[src/rtl/fifo_frame_reader_if.sv]
// Signal bundle for fifo_frame_reader: the FIFO read port on one side and
// the frame-tagged sample stream on the other.
interface fifo_frame_reader_if #(
    parameter int DWL = 16,
    parameter int FLW = 8,
    parameter int FCW = 16
);
    logic           FIFO_EMPTY;
    logic           FIFO_INC;
    logic [DWL-1:0] FIFO_DATA;
    logic [DWL-1:0] O_DATA;
    logic           O_VALID;
    logic           I_READY;
    logic [FLW-1:0] O_IDX;
    logic           O_FIRST;
    logic           O_LAST;
    logic [FCW-1:0] FRAME_CNT;

    // Reader side: pops the FIFO and presents the sample stream.
    modport master (
        input  FIFO_EMPTY, FIFO_DATA, I_READY,
        output FIFO_INC, O_DATA, O_VALID, O_IDX, O_FIRST, O_LAST, FRAME_CNT
    );

    // Environment side: FIFO read port and downstream consumer.
    modport slave (
        output FIFO_EMPTY, FIFO_DATA, I_READY,
        input  FIFO_INC, O_DATA, O_VALID, O_IDX, O_FIRST, O_LAST, FRAME_CNT
    );
endinterface

[src/rtl/fifo_frame_reader.sv]
// Read-domain drain of the dual-clock sample FIFO. A 2-entry skid buffer
// hides the FIFO's registered read latency so the valid/ready stream runs at
// one sample per cycle, and each sample is tagged with its index inside a
// 2^FLW-point FFT frame while completed frames are counted.
module fifo_frame_reader #(
    parameter int DWL = 16,
    parameter int FLW = 8,
    parameter int FCW = 16
) (
    input  logic                CLK,
    input  logic                RST,
    input  logic                CLR,
    fifo_frame_reader_if.master bus
);

    logic [1:0]     count_q,    count_d;
    logic           inflight_q, inflight_d;
    logic           valid_q,    valid_d;
    logic [DWL-1:0] buf_q [2];
    logic [DWL-1:0] buf_d [2];
    logic [FLW-1:0] idx_q,      idx_d;
    logic [FCW-1:0] frame_q,    frame_d;

    logic           pop;
    logic           fire;
    logic           first_hit;
    logic           last_hit;
    logic [2:0]     occ_after;

    // Handshakes and the issue rule: a new pop is allowed only if the entries
    // left after this cycle's output plus the word in flight fit in 2 slots.
    // The path from I_READY to FIFO_INC is deliberate so the stream never bubbles.
    always_comb begin
        pop       = valid_q && bus.I_READY;
        occ_after = {1'b0, count_q} + {2'b00, inflight_q} - {2'b00, pop};
        fire      = !bus.FIFO_EMPTY && !CLR && (occ_after < 3'd2);
        first_hit = valid_q && (idx_q == '0);
        last_hit  = valid_q && (idx_q == {FLW{1'b1}});
    end

    // Next-state logic for the skid buffer, in-flight flag and frame tagging.
    always_comb begin
        // NOTE: every variable gets its hold value first, so no path leaves a
        // target unassigned and no latch can be inferred.
        count_d    = count_q;
        inflight_d = inflight_q;
        idx_d      = idx_q;
        frame_d    = frame_q;
        buf_d[0]   = buf_q[0];
        buf_d[1]   = buf_q[1];

        if (CLR) begin
            // Clear wins: drop buffered entries and the word in flight.
            count_d    = '0;
            inflight_d = 1'b0;
            idx_d      = '0;
            frame_d    = '0;
        end else begin
            inflight_d = fire;

            if (pop) begin
                idx_d = idx_q + FLW'(1);
                if (last_hit) begin
                    frame_d = frame_q + FCW'(1);
                end
            end

            unique case ({inflight_q, pop})
                2'b10: begin
                    // Capture only: append at the tail (slot = current count).
                    buf_d[count_q[0]] = bus.FIFO_DATA;
                    count_d           = count_q + 2'd1;
                end
                2'b01: begin
                    // Pop only: second entry moves to the head.
                    buf_d[0] = buf_q[1];
                    count_d  = count_q - 2'd1;
                end
                2'b11: begin
                    // Capture and pop together: occupancy unchanged.
                    if (count_q == 2'd1) begin
                        buf_d[0] = bus.FIFO_DATA;
                    end else begin
                        buf_d[0] = buf_q[1];
                        buf_d[1] = bus.FIFO_DATA;
                    end
                end
                default: ;
            endcase
        end

        valid_d = (count_d != 2'd0);
    end

    // State registers.
    always_ff @(posedge CLK or negedge RST) begin
        if (!RST) begin
            count_q    <= '0;
            inflight_q <= 1'b0;
            valid_q    <= 1'b0;
            idx_q      <= '0;
            frame_q    <= '0;
            // NOTE: the two buffer words are reset because the head drives
            // O_DATA directly and must read 0 out of reset; larger storage
            // arrays would normally be left unreset.
            buf_q[0]   <= '0;
            buf_q[1]   <= '0;
        end else begin
            // NOTE: sequential state uses non-blocking assignments so every
            // register samples pre-edge values, independent of block order.
            count_q    <= count_d;
            inflight_q <= inflight_d;
            valid_q    <= valid_d;
            idx_q      <= idx_d;
            frame_q    <= frame_d;
            buf_q[0]   <= buf_d[0];
            buf_q[1]   <= buf_d[1];
        end
    end

    // Outputs; pop request and frame markers are forced low while in reset.
    assign bus.FIFO_INC  = fire && RST;
    assign bus.O_DATA    = buf_q[0];
    assign bus.O_VALID   = valid_q;
    assign bus.O_IDX     = idx_q;
    assign bus.O_FIRST   = first_hit && RST;
    assign bus.O_LAST    = last_hit && RST;
    assign bus.FRAME_CNT = frame_q;

endmodule
[src/flat_wrapper.sv]
// flat-port wrapper written by rule: the top's interface ports become plain ports
module fifo_frame_reader_flat 
#(
    parameter int DWL = 16,
    parameter int FLW = 8,
    parameter int FCW = 16
)
  (CLK, RST, CLR, bus_FIFO_EMPTY, bus_FIFO_DATA, bus_I_READY, bus_FIFO_INC, bus_O_DATA, bus_O_VALID, bus_O_IDX, bus_O_FIRST, bus_O_LAST, bus_FRAME_CNT);
  fifo_frame_reader_if #(.DWL(DWL), .FLW(FLW), .FCW(FCW)) bus_i ();
  input  logic CLK;
  input  logic RST;
  input  logic CLR;
  input wire logic [$bits(bus_i.FIFO_EMPTY)-1:0] bus_FIFO_EMPTY;
  input wire logic [$bits(bus_i.FIFO_DATA)-1:0] bus_FIFO_DATA;
  input wire logic [$bits(bus_i.I_READY)-1:0] bus_I_READY;
  output wire logic [$bits(bus_i.FIFO_INC)-1:0] bus_FIFO_INC;
  output wire logic [$bits(bus_i.O_DATA)-1:0] bus_O_DATA;
  output wire logic [$bits(bus_i.O_VALID)-1:0] bus_O_VALID;
  output wire logic [$bits(bus_i.O_IDX)-1:0] bus_O_IDX;
  output wire logic [$bits(bus_i.O_FIRST)-1:0] bus_O_FIRST;
  output wire logic [$bits(bus_i.O_LAST)-1:0] bus_O_LAST;
  output wire logic [$bits(bus_i.FRAME_CNT)-1:0] bus_FRAME_CNT;
  assign bus_i.FIFO_EMPTY = bus_FIFO_EMPTY;
  assign bus_i.FIFO_DATA = bus_FIFO_DATA;
  assign bus_i.I_READY = bus_I_READY;
  assign bus_FIFO_INC = bus_i.FIFO_INC;
  assign bus_O_DATA = bus_i.O_DATA;
  assign bus_O_VALID = bus_i.O_VALID;
  assign bus_O_IDX = bus_i.O_IDX;
  assign bus_O_FIRST = bus_i.O_FIRST;
  assign bus_O_LAST = bus_i.O_LAST;
  assign bus_FRAME_CNT = bus_i.FRAME_CNT;
  fifo_frame_reader #(.DWL(DWL), .FLW(FLW), .FCW(FCW)) u_core (.CLK(CLK), .RST(RST), .CLR(CLR), .bus(bus_i));
endmodule
[config.mk]
export PLATFORM = sky130hd
export DESIGN_NAME = fifo_frame_reader_flat
export DESIGN_NICKNAME = d
export VERILOG_FILES = /design/src/rtl/fifo_frame_reader_if.sv /design/src/rtl/fifo_frame_reader.sv /design/src/flat_wrapper.sv
export SDC_FILE = /design/constraint.sdc
export NUM_CORES = 1
export LEC_CHECK = 0
export CAP_MARGIN = 5
export CORE_UTILIZATION = 45
export DETAILED_ROUTE_END_ITERATION = 10
export PLACE_DENSITY_LB_ADDON = 0.25
export SETUP_SLACK_MARGIN = 0.05
export SLEW_MARGIN = 20
export SYNTH_ARGS = -nofsm -noshare
export SYNTH_HDL_FRONTEND = slang
export SYNTH_SLANG_ARGS = --single-unit
[constraint.sdc]
create_clock -name CLK -period 3.8 [get_ports CLK]
set_input_delay 0.57 -clock CLK [delete_from_list [all_inputs] [get_ports CLK]]
set_output_delay 0.57 -clock CLK [all_outputs]
set_load 0.03 [all_outputs]
==> results of run 1 <==
==> flip-flops by register name, summed over array words and instances (netlist names) <==
name                  flops
u_core.buf_q             16
u_core.bus.FRAME_CNT     16
u_core.bus.O_DATA        16
u_core.bus.O_IDX          8
u_core.bus.O_VALID        1
u_core.count_q            2
u_core.inflight_q         1
==> cells in the mapped netlist <==
library cell / number
sky130_fd_sc_hd__o211ai_1: 1
sky130_fd_sc_hd__inv_1: 7
sky130_fd_sc_hd__or4_1: 2
sky130_fd_sc_hd__or2_2: 1
sky130_fd_sc_hd__nor4_1: 8
sky130_fd_sc_hd__and4_1: 1
sky130_fd_sc_hd__buf_1: 2
sky130_fd_sc_hd__mux2_2: 17
sky130_fd_sc_hd__nand2b_1: 1
sky130_fd_sc_hd__dfrtp_1: 60
sky130_fd_sc_hd__or4b_2: 1
sky130_fd_sc_hd__xnor2_1: 12
sky130_fd_sc_hd__nor3_1: 4
sky130_fd_sc_hd__xor2_1: 3
sky130_fd_sc_hd__clkbuf_1: 10
sky130_fd_sc_hd__and3_1: 2
sky130_fd_sc_hd__nor2_1: 32
sky130_fd_sc_hd__ha_1: 4
sky130_fd_sc_hd__or3_1: 8
sky130_fd_sc_hd__o21ai_0: 9
sky130_fd_sc_hd__a31oi_1: 1
sky130_fd_sc_hd__nor3b_2: 1
sky130_fd_sc_hd__mux2i_1: 1
sky130_fd_sc_hd__fa_1: 1
sky130_fd_sc_hd__a21oi_1: 30
sky130_fd_sc_hd__a22oi_1: 16
sky130_fd_sc_hd__and2_1: 2
sky130_fd_sc_hd__nand2_1: 13
sky130_fd_sc_hd__or4_4: 1
sky130_fd_sc_hd__nand4_4: 1
sky130_fd_sc_hd__buf_2: 3
sky130_fd_sc_hd__nor4b_1: 1
sky130_fd_sc_hd__clkbuf_2: 1
sky130_fd_sc_hd__nand3_1: 4
sky130_fd_sc_hd__o21ai_2: 1
sky130_fd_sc_hd__o31ai_1: 1
sky130_fd_sc_hd__buf_4: 16
sky130_fd_sc_hd__nand4_1: 10
==> worst max-delay path: cells and delay by family <==
family	cells	cell delay, ns
xor gates and xnor gates	2	0.38
buffers and inverters	2	0.66
and+or+nand+nor	4	0.65
adders and majority gates	1	0.38
==> through the flow <==
step                       util  instances  hold slack (ns)  setup WS, ns
after floorplan               -        289            0.274         0.899
after global placement    0.560        405            0.489         0.567
after detailed placement  0.560        405            0.496         0.575
after CTS                 0.587        421            0.439         0.560
after global routing      0.587        421            0.462         0.391
final                     0.587        421            0.406         0.581
==> layout make-up <==
| cell class | count | area share |
|---|---|---|
| flip-flops and latches | 60 | 0.403 |
| multi-input cells | 190 | 0.335 |
| repair buffers | 71 | 0.184 |
| clock buffers | 11 | 0.0379 |
| well taps | 77 | 0.0258 |
| clock inverters | 5 | 0.00739 |
| inverters | 7 | 0.00705 |
==> power breakdown <==
group	switching [mW]	total (mW)	internal, mW	leakage [nW]
sequential	0.117	0.936	0.819	0.771
clock	0.241	0.490	0.250	0.0889
combinational	0.480	0.875	0.395	0.653
total	0.838	2.30	1.46	1.51
==> worst max path at each step <==
stage | from | endpoint | slack (ns) | cells past startpoint
after floorplan | u_core.bus.O_IDX[0] | bus_O_FIRST | 0.90 | 4
after CTS | bus_I_READY | bus_FIFO_INC | 0.56 | 9
final | bus_I_READY | bus_FIFO_INC | 0.58 | 9
after global routing | bus_I_READY | bus_FIFO_INC | 0.39 | 9
after global placement | bus_I_READY | bus_FIFO_INC | 0.57 | 9
after detailed placement | bus_I_READY | bus_FIFO_INC | 0.57 | 9
==> layer usage <==
layer | up-vias | global-route usage | part of all wire
li1 | 1117 | - | -
met5 | - | 0 | 0
met2 | 39 | 0.297 | 0.49
met4 | 0 | 0.0846 | 0.014
met1 | 1077 | 0.245 | 0.47
met3 | 8 | 0.0417 | 0.033
==> logic make-up (layout without fill, tap and decap cells) <==
kind of cell,count (synthesis),in the layout,share of synthesized area
and+or+nand+nor,93,93,0.168
xor gates and xnor gates,15,15,0.0444
muxes,18,18,0.0681
DFF,60,60,0.508
AOI/OAI and AO/OA,59,59,0.117
buffers and inverters,39,94,0.0715
adders and majority gates,5,5,0.0237
==> run_results.csv, run 1 <==
group,metric,value,unit
run_status,status,"completed",
clock_tree,ctsResizeCount,0,
min_path,timing.hold.worst.class,"in2async",
clock_tree,numCtsBuffers,9,
power_and_ir_drop,leakagePower,1.51,nW
yosys,synth.yosys.seq_area_share,0.508,
yosys,synth_seq_cells,60,
layout,post_route_cells_drive_above_1_share,0.140,
clock_tree,cts_setup_buffers,0,
floorplan,die_w,83.1,µm
job,cap_violations,0,
route,starting_drt_drc_count,105,
clock_tree,clock_sinks,60,
critical_path,timing.critical_path.slowest_stage_cell,"sky130_fd_sc_hd__clkdlybuf4s50_1",
sta,hold_viol,0,
route,drc_errors,0,
critical_path,most_used_cell_along_the_critical_path,"sky130_fd_sc_hd__nand2_1",
route,wire_per_inst,14.1,µm
yosys,yosys.area.top_type_share,0.508,
place,gp_routability_congestion,0.748,
critical_path,worstReg2RegStart,"u_core.bus.O_IDX[1]",
clock_tree,cts_buffer_depth,2,
critical_path,reg2reg_to,"u_core.bus.FRAME_CNT[9]",
layout,ff_latch_area,1500,µm²
sta,timing.final.setup_violations,0,
clock_tree,cts_tree,"yes",
yosys,synth_nets,315,
global_routing,grt_overflow_total,0,
yosys,post_synthesis_instance_area,2960,µm²
sta,report.final.slew_viol_count,0,
route,drt.antenna.violating_nets,0,
layout,num-nets-final,365,
critical_path,worst-endpoint-required,3.23,ns
yosys,synthCells,289,
critical_path,cp_max_fo,2,
layout,num_antenna_cells,0,
critical_path,worst-r2r-cell-count,5,
yosys,syn_avg_cell_area,10.2,µm²
route,routed_via_density,5.32,
route,detailedRoute.firstPassIterationCount,4,
global_routing,track_usage,0.187,
clock_tree,clk_pin_slew,0.06,ns
place,numPortBuffers,64,
critical_path,regToRegSetupSlack,1.29,ns
layout,layout_commonest_cell,"sky130_fd_sc_hd__clkdlybuf4s50_1",
power_and_ir_drop,power_density,618,nW/µm²
critical_path,critPathArrivalTime,2.65,ns
sta,period_share,0.847,
yosys,ys_top_cells_by_area,"sky130_fd_sc_hd__dfrtp_1 (51%), sky130_fd_sc_hd__mux2_2 (6.5%), sky130_fd_sc_hd__a21oi_1 (5.1%)",
layout,final_design_area_no_fill,3730,µm²
clock_tree,cts-hold-fix-buffers,0,
sta,rsz0062_at_grt,"no",
floorplan,rows,29,
critical_path,startpoint_type,"input pin",
sta,achievable-frequency,0.311,GHz
critical_path,criticalPathCategory,"in2out",
route,finalWirelength,5.94,mm
sta,slew_headroom,0.501,
global_routing,wire_length_of_the_first_global_routing_pass,10.2,mm
floorplan,chipHeight,83.1,µm
critical_path,crit_path_max_incr_delay,0.50,ns
power_and_ir_drop,vdd.ir_drop.worst,415,µV
power_and_ir_drop,totalPowerFinal,2.30,mW
layout,fill_cells,555,
place,dp.final_hpwl,3.97,mm
sta,final.setup_skew,0.00602,ns
global_routing,number_of_global_route_vias_before_repair,2124,
yosys,yosys_warnings,0,
global_routing,grt_antenna_before_repair,0,
critical_path,path_cells,"clkdlybuf4s50_1, nand2_1, xnor2_1, nand2_1, fa_1, xor2_1, nor4b_1, and2_1, buf_4",
yosys,synth.largest_area_cell,"sky130_fd_sc_hd__dfrtp_1",
clock_tree,h-tree-depth,3,
floorplan,start_util,0.466,
clock_tree,cts_root_buffer,"sky130_fd_sc_hd__clkbuf_8",
route,num_vias,2241,
critical_path,end_kind,"output pin",
layout,flow.area_growth_from_synthesis,26.0,%
sta,final_tns_setup,0,ns
place,area_after_detailed_placement,3560,µm²
layout,layout_common_cells,"sky130_fd_sc_hd__clkdlybuf4s50_1 (62), sky130_fd_sc_hd__dfrtp_1 (60), sky130_fd_sc_hd__nor2_1 (32), sky130_fd_sc_hd__a21oi_1 (29), sky130_fd_sc_hd__mux2_2 (17)",
floorplan,design.core.area,6350,µm²
layout,multiInputGateArea,1250,µm²
global_routing,pin_count_of_the_biggest_net_entering_global_routing,62,
sta,timing.final.crit_period,3.22,ns
floorplan,die_footprint,6900,µm²
clock_tree,clkLatencyLatePin,0.33,ns
floorplan,design.portCount,65,
yosys,synth_cell_types,38,
sta,worst-slew-pin-transition,0.749,ns
Note: power is estimated with default switching activity, not from simulation.
==> inputs of run 2 (changes only) <==
clock period = 2.8 ns   (was 3.8 ns; I/O delays follow)
==> run 2 against run 1 <==
First-iteration DRC count rose by 48%. Critical path depth fell by 1. Cell count up 0.95%.
==> run_results.csv, run 2 (synthesized netlist as in run 1, its figures left out) <==
group,metric,value,unit
clock_tree,numCtsBuffers,9,
sta,final.setup_skew,0.00680,ns
global_routing,wire_length_of_the_first_global_routing_pass,10.1,mm
critical_path,timing.critical_path.slowest_stage_cell,"sky130_fd_sc_hd__dfrtp_1",
layout,num-nets-final,371,
power_and_ir_drop,totalPowerFinal,3.34,mW
global_routing,grt_antenna_before_repair,0,
power_and_ir_drop,vdd.ir_drop.worst,497,µV
min_path,timing.hold.worst.class,"in2async",
power_and_ir_drop,pwr-share-seq,0.379,
job,cap_violations,0,
layout,num_antenna_cells,0,
route,starting_drt_drc_count,155,
floorplan,chipHeight,83.1,µm
route,routed_via_density,5.39,
critical_path,cp_max_fo,13,
place,numPortBuffers,64,
power_and_ir_drop,power_density,870,nW/µm²
sta,timing.final.crit_period,2.62,ns
power_and_ir_drop,share_clk_of_total_power,0.242,
critical_path,critPathArrivalTime,2.20,ns
critical_path,worst-endpoint-required,2.38,ns
critical_path,path_cells,"nand2_2, buf_6, nor2_1, fa_2, xor2_1, nor4b_2, and2_1, buf_6",
global_routing,number_of_global_route_vias_before_repair,2053,
place,dp.cells,411,
critical_path,most_used_cell_along_the_critical_path,"sky130_fd_sc_hd__buf_6",
layout,layout_common_cells,"sky130_fd_sc_hd__clkdlybuf4s50_1 (60), sky130_fd_sc_hd__dfrtp_1 (60), sky130_fd_sc_hd__nor2_1 (32), sky130_fd_sc_hd__a21oi_1 (29), sky130_fd_sc_hd__mux2_2 (17)",
place,dp.final_hpwl,4.01,mm
route,wire_per_inst,14.4,µm
sta,hold_viol,0,
layout,fill_cells,538,
critical_path,criticalPathCategory,"reg2out",
power_and_ir_drop,leakagePower,1.58,nW
place,preCtsSetupSlack,-0.0961,ns
clock_tree,cts_tree,"yes",
sta,fin_ws,0.177,ns
place,area_after_detailed_placement,3610,µm²
critical_path,crit_path_max_incr_delay,0.40,ns
floorplan,rows,29,
sta,period_share,0.937,
clock_tree,h-tree-depth,3,
critical_path,worst-path-buf-inv,2,
layout,final_design_area_no_fill,3840,µm²
route,detailedRoute.firstPassIterationCount,4,
route,finalWirelength,6.10,mm
route,num_vias,2291,
clock_tree,clkLatencyLatePin,0.33,ns
global_routing,grt_overflow_total,0,
sta,slew_headroom,0.489,
clock_tree,cts_buffer_depth,2,
layout,post_route_cells_drive_above_1_share,0.170,
critical_path,regToRegSetupSlack,0.58,ns
sta,achievable-frequency,0.381,GHz
clock_tree,cts_setup_buffers,0,
clock_tree,clk_pin_slew,0.07,ns
global_routing,track_usage,0.187,
global_routing,pin_count_of_the_biggest_net_entering_global_routing,62,
power_and_ir_drop,power_internal,2.19,mW
route,drt.antenna.violating_nets,0,
clock_tree,clock_sinks,60,
floorplan,design.portCount,65,
clock_tree,cts_root_buffer,"sky130_fd_sc_hd__clkbuf_8",
power_and_ir_drop,power.share.switching,0.345,
floorplan,start_util,0.466,
layout,flow.area_growth_from_synthesis,29.8,%
sta,rsz0062_at_grt,"no",
floorplan,design.core.area,6350,µm²
critical_path,end_kind,"output pin",
place,gp_routability_congestion,0.772,
critical_path,timing.critical_path.max_delay_family,"simple AND/OR/NAND/NOR gates",
sta,timing.final.setup_violations,0,
floorplan,die_w,83.1,µm
power_and_ir_drop,combinational_power_share,0.379,
run_status,status,"completed",
sta,report.final.slew_viol_count,0,
floorplan,die_footprint,6900,µm²
critical_path,startpoint_type,"flip-flop",
layout,layoutNonFillerInstCount,425,
route,drc_errors,0,
sta,worst-slew-pin-transition,0.767,ns
power_and_ir_drop,p_sw,1.15,mW
run 2: cell count changes in the layout (fill, tap and decap cells not counted), sizes merged:
cell | previous run | this run
buf | 9 | 15
clkbuf | 11 | 14
clkinvlp | 1 | 0
clkinv | 4 | 0
clkdlybuf4s50 | 62 | 60
dlygate4sd2 | 0 | 1
bufinv | 0 | 1
run 2: power groups by stage:
stage	clock [mW]	combinational [mW]	sequential (mW)
after global placement	0	1.22	1.26
after CTS	0.826	1.27	1.27
after detailed placement	0	1.24	1.28
after floorplan	0	0.963	1.25
after global routing	0.870	1.37	1.30
final	0.808	1.27	1.27
run 2: timing repair:
action | in CTS | in global routing
hold buffers | 0 | 0
endpoints found under the setup margin | 2 | 2
pin swaps | 2 | 0
resized for setup | 7 | 4
run 2: cell type report:
cell class / instances / area, µm² / area share
clock buffer: 13 / 179 / 0.0466
sequential: 60 / 1500 / 0.391
multi-input combinational: 190 / 1270 / 0.332
clock inverter: 1 / 30.0 / 0.00782
tap: 77 / 96.3 / 0.0251
inverter: 7 / 26.3 / 0.00684
timing repair buffer: 77 / 732 / 0.191
run 2: worst register-to-register path, cell delays in order, from the launching register on:
cell and delay (ns):
sky130_fd_sc_hd__dfrtp_1 0.34, sky130_fd_sc_hd__buf_4 0.13, sky130_fd_sc_hd__ha_1 0.17, sky130_fd_sc_hd__nand4_1 0.22, sky130_fd_sc_hd__buf_4 0.24, sky130_fd_sc_hd__or4_1 0.59, sky130_fd_sc_hd__or3_1 0.33, sky130_fd_sc_hd__a21oi_1 0.14
run 2: metal layers:
layer  track usage  vias to the layer above  part of all wire
met4        0.0705                        0             0.010
met2         0.285                       59              0.48
li1              -                     1124                 -
met3        0.0537                        7             0.042
met5             0                        -                 0
met1         0.252                     1101              0.47
run 2: stage by stage:
stage / TNS [ns] / hold slack, ns / utilization
6_report: 0 / 0.286 / 0.605
4_1_cts: 0 / 0.302 / 0.605
5_1_grt: 0 / 0.340 / 0.605
3_3_place_gp: -0.0796 / 0.489 / 0.568
2_1_floorplan: 0 / 0.124 / -
3_5_place_dp: -0.0961 / 0.496 / 0.568
run 2: path summary, 6_finish.rpt:
| path | from | endpoint | depth (start not counted) |
|---|---|---|---|
| max reg2reg | u_core.bus.O_IDX[1] | u_core.bus.FRAME_CNT[8] | 7 |
| min reg2reg | u_core.buf_q[5] | u_core.buf_q[5] | 1 |
| min in group CLK | u_core.buf_q[5] | u_core.buf_q[5] | 1 |
| min | RST | u_core.buf_q[2] | 2 |
| max | u_core.bus.O_VALID | bus_FIFO_INC | 8 |
| max in group asynchronous | RST | u_core.bus.O_IDX[2] | 2 |
==> inputs of run 3 (changes only) <==
--- a/config.mk
+++ b/config.mk
@@ -9,2 +9,3 @@
 export CORE_UTILIZATION = 45
+export CTS_CLUSTER_DIAMETER = 80
 export DETAILED_ROUTE_END_ITERATION = 10
==> constraint.sdc (replaced) <==
create_clock -name CLK -period 2.8 [get_ports CLK]
set_input_delay 0.56 -clock CLK [delete_from_list [all_inputs] [get_ports CLK]]
set_output_delay 0.56 -clock CLK [all_outputs]
set_load 0.03 [all_outputs]
==> run 3 against run 2 <==
Die area stayed put. Utilization is 0.73 points higher. Global-route usage hardly changed. Cell count is 0.94% higher. Worst setup slack worse by 0.050 ns. Register-to-register slack better by 0.04 ns. Count of clock-buffer cells in the layout is 2 lower.
==> run_results.csv, run 3 (synthesized netlist as in run 1, its figures left out) <==
group,metric,value,unit
run_status,status,"completed",
route,drt.antenna.violating_nets,0,
clock_tree,clkLatencyLatePin,0.34,ns
global_routing,grt_antenna_before_repair,0,
sta,hold_viol,0,
layout,layout_commonest_cell,"sky130_fd_sc_hd__clkdlybuf4s50_1",
sta,period_share,0.955,
clock_tree,cts_tree,"yes",
power_and_ir_drop,vdd.ir_drop.worst,567,µV
critical_path,timing.critical_path.max_delay_family,"simple AND/OR/NAND/NOR gates",
sta,timing.final.crit_period,2.67,ns
place,dp.cells,412,
clock_tree,numCtsBuffers,9,
clock_tree,cts_root_buffer,"sky130_fd_sc_hd__clkbuf_8",
global_routing,pin_count_of_the_biggest_net_entering_global_routing,62,
sta,slew_headroom,0.491,
sta,final.setup_skew,0.00628,ns
critical_path,startpoint_type,"flip-flop",
sta,achievable-frequency,0.374,GHz
clock_tree,cts_buffer_depth,2,
place,numPortBuffers,64,
global_routing,number_of_global_route_vias_before_repair,2191,
sta,final_tns_setup,0,ns
layout,flow.area_growth_from_synthesis,31.3,%
route,num_vias,2314,
floorplan,chipHeight,83.1,µm
floorplan,rows,29,
critical_path,worst-endpoint-required,2.24,ns
clock_tree,clk_pin_slew,0.07,ns
power_and_ir_drop,power_density,887,nW/µm²
route,finalWirelength,6.11,mm
global_routing,grt_overflow_total,0,
route,starting_drt_drc_count,152,
clock_tree,h-tree-depth,3,
sta,timing.final.setup_violations,0,
global_routing,track_usage,0.187,
floorplan,design.portCount,65,
place,gp_routability_congestion,0.764,
layout,num-nets-final,373,
layout,layoutNonFillerInstCount,429,
layout,final_core_util,0.612,
layout,fill_cells,555,
critical_path,regToRegSetupSlack,0.62,ns
layout,post_route_cells_drive_above_1_share,0.190,
floorplan,design.core.area,6350,µm²
critical_path,cp_max_fo,2,
layout,num_antenna_cells,0,
critical_path,crit_path_max_incr_delay,0.43,ns
route,wire_per_inst,14.2,µm
route,detailedRoute.firstPassIterationCount,4,
floorplan,die_w,83.1,µm
floorplan,start_util,0.466,
sta,worst-slew-pin-transition,0.764,ns
job,cap_violations,0,
critical_path,worst-path-buf-inv,1,
global_routing,wire_length_of_the_first_global_routing_pass,10.2,mm
power_and_ir_drop,leakagePower,1.59,nW
place,dp.final_hpwl,4.05,mm
min_path,timing.hold.worst.class,"in2async",
critical_path,timing.critical_path.slowest_stage_cell,"sky130_fd_sc_hd__dfrtp_2",
route,drc_errors,0,
sta,report.final.slew_viol_count,0,
clock_tree,clock_sinks,60,
critical_path,end_kind,"output pin",
route,routed_via_density,5.39,
layout,layout_common_cells,"sky130_fd_sc_hd__clkdlybuf4s50_1 (60), sky130_fd_sc_hd__dfrtp_1 (58), sky130_fd_sc_hd__nor2_1 (32), sky130_fd_sc_hd__a21oi_1 (29), sky130_fd_sc_hd__mux2_2 (17)",
sta,rsz0062_at_grt,"yes",
critical_path,criticalPathCategory,"reg2out",
critical_path,path_cells,"nand2_4, xnor2_2, nand2_1, fa_2, xor2_1, nor4b_2, and2_4, buf_6",
floorplan,die_footprint,6900,µm²
critical_path,critPathArrivalTime,2.11,ns
[run 3: layout make-up]
cell class,count,area [µm²],share of cell area
inverter,7,26.3,0.00676
multi-input combinational,190,1280,0.330
clock inverter,5,83.8,0.0216
tap,77,96.3,0.0248
timing repair buffer,79,742,0.191
sequential,60,1500,0.387
clock buffer,11,151,0.0390
[run 3: per-layer routing]
metal	track usage	wire length (µm)
met1	0.246	2810
met2	0.290	2910
met3	0.0467	265
met4	0.0893	126
met5	0	0
[run 3: final timing paths]
check                               startpoint                  endpoint  cells past startpoint
min in group CLK              u_core.buf_q[14]          u_core.buf_q[14]                      1
setup reg to reg           u_core.bus.O_IDX[1]  u_core.bus.FRAME_CNT[14]                      7
hold reg to reg               u_core.buf_q[14]          u_core.buf_q[14]                      1
hold / removal                             RST           u_core.buf_q[3]                      2
max in group asynchronous                  RST        u_core.bus.O_VALID                      2
setup / recovery            u_core.bus.O_VALID              bus_FIFO_INC                      8
[run 3: per-stage QoR]
step	hold WS (ns)	worst slack [ns]	power [mW]	area [µm²]
floorplan	0.264	0.114	2.22	2970
global placement	0.489	-0.295	2.50	3620
detailed placement	0.496	-0.349	2.53	3620
CTS	0.427	0.0215	3.47	3870
global route	0.460	-0.00433	3.65	3880
finish	0.411	0.127	3.45	3880
[run 3: power by group]
group	switching, mW	internal (mW)
logic	0.683	0.595
registers	0.150	1.11
clock network	0.353	0.551
total	1.19	2.26
[run 3: repair_timing]
item | 4_1_cts | 5_1_grt
hold buffers | 0 | 0
gates resized for setup | 11 | 1
setup endpoints to repair | 1 | 1
setup buffers | 0 | 1
pin swaps | 4 | 2
[run 3: worst register-to-register path: cells and delay by family, from the launching register on]
kind,cells,cell delay [ns]
AND/OR/NAND/NOR,3,0.97
flip-flops,1,0.41
buffers and inverters,2,0.37
adder cells (fa/ha/maj),1,0.19
AO/OA/AOI/OAI,1,0.16
